File: config.mk
export PLATFORM = sky130hd
export DESIGN_NAME = dt_res_arbiter
export DESIGN_NICKNAME = d
export VERILOG_FILES = /design/src/rtl/dt_pkg.sv /design/src/rtl/dt_rr_pick.sv /design/src/rtl/dt_res_arbiter.sv
export SDC_FILE = /design/constraint.sdc
export NUM_CORES = 1
export LEC_CHECK = 0
export BUFFER_PORTS_ARGS = -buffer_cell sky130_fd_sc_hd__clkbuf_2
export CORE_AREA = 2 2 97 99
export DETAILED_ROUTE_END_ITERATION = 10
export DIE_AREA = 0 0 99 101
export PLACE_DENSITY = 0.7
export SLEW_MARGIN = 20
export SYNTH_ARGS = -nofsm -noshare
export SYNTH_HDL_FRONTEND = slang
export SYNTH_HIERARCHICAL = 1
export SYNTH_SLANG_ARGS = --single-unit
export TNS_END_PERCENT = 50
File: constraint.sdc
create_clock -name clk -period 3.6 [get_ports clk]
set_clock_uncertainty 0.05 [all_clocks]
set_input_delay 1.08 -clock clk [delete_from_list [all_inputs] [get_ports clk]]
set_output_delay 1.08 -clock clk [all_outputs]
set_load 0.1 [all_outputs]
File: src/rtl/dt_pkg.sv
// Shared constants and types for the distance-transform datapath.
package dt_pkg;

  localparam int unsigned IMG_W  = 128;
  localparam int unsigned IMG_H  = 128;
  localparam int unsigned RES_AW = 14;
  localparam int unsigned RES_DW = 8;
  localparam int unsigned STI_AW = 10;

  typedef enum logic [0:0] {
    IDLE,
    LOCKED
  } arb_state_t;

endpackage

File: src/rtl/dt_rr_pick.sv
// Combinational round-robin picker: first requester after ptr_i, wrapping.
module dt_rr_pick #(
  parameter int unsigned NREQ = 3,
  parameter int unsigned IW   = $clog2(NREQ)
) (
  input  logic [NREQ-1:0] req_i,
  input  logic [IW-1:0]   ptr_i,
  output logic [NREQ-1:0] gnt_o,
  output logic [IW-1:0]   idx_o,
  output logic            valid_o
);

  always_comb begin
    gnt_o   = '0;
    idx_o   = '0;
    valid_o = 1'b0;
    for (int unsigned k = 1; k <= NREQ; k++) begin
      for (int unsigned i = 0; i < NREQ; i++) begin
        if (!valid_o && req_i[i] && (i == ((32'(ptr_i) + k) % NREQ))) begin
          valid_o  = 1'b1;
          gnt_o[i] = 1'b1;
          idx_o    = IW'(i);
        end
      end
    end
  end

endmodule

File: src/rtl/dt_res_arbiter.sv
// Round-robin arbiter with bounded burst lock for the shared res memory port.
// Optional access/stall counters are built when RES_ARB_STATS_EN is defined.
module dt_res_arbiter
  import dt_pkg::*;
#(
  parameter int unsigned NREQ     = 3,
  parameter int unsigned AW       = RES_AW,
  parameter int unsigned DW       = RES_DW,
  parameter int unsigned MAX_LOCK = 8
) (
  input  logic               clk,
  input  logic               reset,
`ifdef RES_ARB_STATS_EN
  input  logic               stat_clr_i,
  output logic [15:0]        stat_grants_o,
  output logic [15:0]        stat_stall_o,
`endif
  input  logic [NREQ-1:0]    req_i,
  input  logic [NREQ-1:0]    we_i,
  input  logic [NREQ-1:0]    lock_i,
  input  logic [NREQ*AW-1:0] addr_i,
  input  logic [NREQ*DW-1:0] wdata_i,
  output logic [NREQ-1:0]    gnt_o,
  output logic [NREQ-1:0]    rvalid_o,
  output logic [DW-1:0]      rdata_o,
  output logic               res_rd_o,
  output logic               res_wr_o,
  output logic [AW-1:0]      res_addr_o,
  output logic [DW-1:0]      res_do_o,
  input  logic [DW-1:0]      res_di_i
);

  localparam int unsigned IW = $clog2(NREQ);

  arb_state_t state_q, state_d;
  logic [IW-1:0] ptr_q, ptr_d;
  logic [IW-1:0] owner_q, owner_d;
  logic [7:0]    cnt_q, cnt_d;

  logic [NREQ-1:0] pick_gnt;
  logic [IW-1:0]   pick_idx;
  logic            pick_valid;

  logic [NREQ-1:0] owner_oh;
  logic            owner_req;
  logic            hold;
  logic            any;
  logic [NREQ-1:0] gnt;
  logic [IW-1:0]   gnt_idx;
  logic            sel_we;
  logic            sel_lock;
  logic [AW-1:0]   sel_addr;
  logic [DW-1:0]   sel_wdata;

  logic            res_rd_q, res_wr_q;
  logic [AW-1:0]   res_addr_q;
  logic [DW-1:0]   res_do_q;
  logic [NREQ-1:0] cmd_oh_q;
  logic [NREQ-1:0] rvalid_q;
  logic [DW-1:0]   rdata_q;

  dt_rr_pick #(
    .NREQ (NREQ),
    .IW   (IW)
  ) u_pick (
    .req_i   (req_i),
    .ptr_i   (ptr_q),
    .gnt_o   (pick_gnt),
    .idx_o   (pick_idx),
    .valid_o (pick_valid)
  );

  always_comb begin
    owner_oh  = '0;
    owner_req = 1'b0;
    for (int unsigned i = 0; i < NREQ; i++) begin
      if (IW'(i) == owner_q) begin
        owner_oh[i] = 1'b1;
        owner_req   = req_i[i];
      end
    end
  end

  // The locked owner keeps the port while it still asks and has budget left;
  // otherwise fall back to round-robin in the same cycle.
  always_comb begin
    hold    = (state_q == LOCKED) && owner_req && (32'(cnt_q) < MAX_LOCK);
    gnt     = hold ? owner_oh : pick_gnt;
    gnt_idx = hold ? owner_q : pick_idx;
    any     = hold || pick_valid;
  end

  always_comb begin
    sel_we    = 1'b0;
    sel_lock  = 1'b0;
    sel_addr  = '0;
    sel_wdata = '0;
    for (int unsigned i = 0; i < NREQ; i++) begin
      if (gnt[i]) begin
        sel_we    = we_i[i];
        sel_lock  = lock_i[i];
        sel_addr  = addr_i[i*AW +: AW];
        sel_wdata = wdata_i[i*DW +: DW];
      end
    end
  end

  always_comb begin
    state_d = IDLE;
    owner_d = owner_q;
    cnt_d   = '0;
    ptr_d   = ptr_q;
    if (any) begin
      ptr_d = gnt_idx;
      if (hold) begin
        if (sel_lock && (32'(cnt_q) + 32'd1 < MAX_LOCK)) begin
          state_d = LOCKED;
          cnt_d   = cnt_q + 8'd1;
        end
      end else if (sel_lock && (MAX_LOCK > 1)) begin
        state_d = LOCKED;
        owner_d = gnt_idx;
        cnt_d   = 8'd1;
      end
    end
  end

  always_ff @(posedge clk or negedge reset) begin
    if (!reset) begin
      state_q <= IDLE;
      ptr_q   <= IW'(NREQ - 1);
      owner_q <= '0;
      cnt_q   <= '0;
    end else begin
      state_q <= state_d;
      ptr_q   <= ptr_d;
      owner_q <= owner_d;
      cnt_q   <= cnt_d;
    end
  end

  // Address and write data hold their last values across idle cycles.
  always_ff @(posedge clk or negedge reset) begin
    if (!reset) begin
      res_rd_q   <= 1'b0;
      res_wr_q   <= 1'b0;
      res_addr_q <= '0;
      res_do_q   <= '0;
      cmd_oh_q   <= '0;
      rvalid_q   <= '0;
      rdata_q    <= '0;
    end else begin
      res_rd_q <= any && !sel_we;
      res_wr_q <= any && sel_we;
      cmd_oh_q <= gnt;
      if (any) begin
        res_addr_q <= sel_addr;
        res_do_q   <= sel_wdata;
      end
      rvalid_q <= res_rd_q ? cmd_oh_q : '0;
      if (res_rd_q) begin
        rdata_q <= res_di_i;
      end
    end
  end

  assign gnt_o      = gnt;
  assign rvalid_o   = rvalid_q;
  assign rdata_o    = rdata_q;
  assign res_rd_o   = res_rd_q;
  assign res_wr_o   = res_wr_q;
  assign res_addr_o = res_addr_q;
  assign res_do_o   = res_do_q;

`ifdef RES_ARB_STATS_EN
  logic [15:0] stat_grants_q;
  logic [15:0] stat_stall_q;
  logic        stall;

  assign stall = |(req_i & ~gnt);

  always_ff @(posedge clk or negedge reset) begin
    if (!reset) begin
      stat_grants_q <= '0;
      stat_stall_q  <= '0;
    end else if (stat_clr_i) begin
      stat_grants_q <= '0;
      stat_stall_q  <= '0;
    end else begin
      if (any && (stat_grants_q != 16'hFFFF)) begin
        stat_grants_q <= stat_grants_q + 16'd1;
      end
      if (stall && (stat_stall_q != 16'hFFFF)) begin
        stat_stall_q <= stat_stall_q + 16'd1;
      end
    end
  end

  assign stat_grants_o = stat_grants_q;
  assign stat_stall_o  = stat_stall_q;
`endif

endmodule

==> flow_summary.yaml <==
critical_path:
  cp.required_ns: 2.47
  reg2reg_depth: 10
  cpPeakStageDelay_ns: 0.45
  path_cells: "clkbuf_2 -> mux2i_1 -> or4_1 -> a22oi_2 -> clkinvlp_4 -> buf_12"
  startpoint_type: "input pin"
  crit_path_max_fanout: 6
  crit_type: "in -> out"
  slowest_stage: "or4_1"
  cp-startpoint: "req_i[0]"
  reg2reg_from: "ptr_q[1]"
  cp.arrival_ns: 2.44
  end_kind: "primary output"
cells_and_area:
  nNetsFinal: 620
  finalNonFillerCells: 644
  final_layout_size_suffix_gt1_share_pct: 35.1
  diodes: 0
  area_growth_syn_to_layout_pct: 29.7
clock_tree:
  cts_buffer_depth: 2
  htreeDepth: 2
  cts_root_buf: "clkbuf_8"
  clk_pin_slew_ns: 0.09
  cts_buffers: 5
  cts_sinks: 51
  clock_latency_ns: 0.31
  cts_tree: "built"
  cts_hold_buf: 0
drt:
  ant_nets: 0
  dr.pass1.iters: 5
  post_drt_via_cell_ratio: 5.84
  wl_per_cell_um: 16.9
  routed_wl_mm: 10.9
  drt_iter0_markers: 198
  vias: 3759
  drc: 0
timing:
  rsz0062_at_grt: "true"
  min_period_over_period_pct: 99.2
  whs_ns: 0.412
  setup_viol: 0
  max_freq_ghz: 0.280
  hold_violations: 0
  slew_violations: 0
  max_slew_margin_pct: 28.7
  fin_ws_ns: 0.0299
  finalSetupTns_ns: 0
  tightest_slew_ns: 1.07
  period_needed_ns: 3.57
floorplanning:
  die_y_um: 101
  rows: 35
  core_area_um2: 8980
  start_util_pct: 38.6
  die-width_um: 99
  ios: 123
  dieArea_um2: 10000
power:
  power_density_nw_per_um2: 1120
  combPwrFrac_pct: 71.1
  p_leak_nw: 2.04
  power_switching_w: 0.00297
  ir_drop_mv: 0.519
  power.internal_w: 0.00208
  switching_share_pct: 58.9
  power_frac_clock_pct: 9.6
  seq_power_share_pct: 19.4
synthesis:
  synth_area_um2: 3460
  ys_types: 50
  avgSynthCellArea_um2: 8.40
  yosysSeqAreaShare_pct: 36.9
  synthCells: 412
  yosysTopAreaCell: "dfrtp_1"
  synthTopCellsByArea: "dfrtp_1 36%, o211ai_1 9.5%, a21oi_1 7.1%"
  yosysTopAreaCellShare_pct: 36.2
  ys.flop_type: "dfrtp_1"
  yosysMostFrequentCell: "nand2_1"
  synth-edff-count: 0
  ys_ff_latch: 51
  yosys-top-cells-count: "52 x nand2_1, 50 x dfrtp_1, 49 x a21oi_1, 44 x o211ai_1"
  ys_async_sr_fraction_pct: 100
  yosys_warnings: 6
place:
  dp_slack_ns: 0.0226
  port_buffers: 122
  dp_cells: 636
  gp_congestion: 0.914
  dp_hpwl_mm: 7.62
hold_path:
  hold_class: "reg -> reg"
  whs_path_depth: 1
  holdCritStartpoint: "cmd_oh_q[0]"
grt:
  globalRouteOverflowTotal: 0
  grt_antenna_before_repair: 0
  grt_usage_pct: 21.7
  grt_max_degree: 46
  grt_pass1_wl_mm: 17.7
  grt_pass1_vias: 3757
run:
  maxCapViolations: 0
outcome:
  status: "completed"
## cell type report
class	instances	area (um^2)
clock buffers	5	68.8
clock inverters	3	67.6
fillers	875	4490
inverters	8	33.8
multi-input cells	320	2070
flip-flops and latches	51	1280
well taps	111	139
repair buffers	146	836
## power groups by stage
stage	clock network (W)	logic, W	registers, W
2_1_floorplan	0	0.00151	0.00230
3_3_place_gp	0	0.00351	0.000985
3_5_place_dp	0	0.00358	0.000995
4_1_cts	0.000495	0.00358	0.000983
5_1_grt	0.000515	0.00381	0.00102
6_report	0.000483	0.00359	0.000979
## cell usage in the layout, fill, tap and decap left out, drive strengths merged, types with 4 or more instances in the layout
cell	n
conb	5
mux2i	4
nor2	32
o211ai	44
mux2	12
and2	5
o21a	25
buf	27
nand3	25
dfrtp	50
a21oi	49
clkbuf	124
a32oi	22
inv	7
nand2	52
## kinds of logic (layout without fill, tap and decap cells)
| logic type | count (synthesis) | in the layout | synth area share (%) |
|---|---|---|---|
| compound gates | 161 | 161 | 33.5 |
| simple gates | 134 | 134 | 17.6 |
| flops | 51 | 51 | 36.9 |
| buf+inv | 45 | 162 | 5.46 |
| mux | 16 | 16 | 5.06 |
| fa+ha+maj | 3 | 3 | 1.08 |
| other cells | 1 | 5 | 0.108 |
| xor+xnor | 1 | 1 | 0.253 |
## repair_timing
action | 4_1_cts | 5_1_grt
setup endpoints to repair | 0 | 2
setup buffers | 0 | 0
resized for setup | 0 | 1
endpoints found under the hold margin | 0 | 0
## state kept, by name, summed over array words and instances, names as in the netlist, 2 cells and up
register	flops
cmd_oh_q	3
cnt_q	8
owner_q	2
ptr_q	2
rdata_o	8
res_addr_o	14
res_do_o	8
rvalid_o	3
## critical path, delay by kind of cell
kind	cells	cell delay, ns
AOI/OAI and AO/OA	1	0.29
buffers and inverters	3	0.52
muxes	1	0.10
and+or+nand+nor	1	0.45
## final timing paths
check                      slack, ns       endpoint
setup / recovery                0.03       gnt_o[2]
hold / removal                  0.41    rvalid_o[0]
min in group asynchronous       0.79  res_addr_o[8]
setup reg to reg                0.46    res_do_o[4]
max in group asynchronous       2.01     rdata_o[5]
hold reg to reg                 0.41    rvalid_o[0]
## stage by stage
| step | power [W] | area [um^2] | utilization, % |
|---|---|---|---|
| after floorplan | 0.00381 | 3500 | - |
| after global placement | 0.00449 | 4350 | 48.4 |
| after detailed placement | 0.00457 | 4350 | 48.4 |
| after CTS | 0.00506 | 4480 | 49.9 |
| after global routing | 0.00535 | 4490 | 50.0 |
| final | 0.00505 | 4490 | 50.0 |
## layer usage
metal	global-route usage [%]	routed length (um)	vias up	part of all wire [%]
li1	-	-	1769	-
met1	27.6	4540	1782	42
met2	35.9	5120	182	47
met3	5.06	995	26	9.1
met4	8.43	253	0	2.3
met5	0	0	-	0
(Power assumes the default switching activity.)
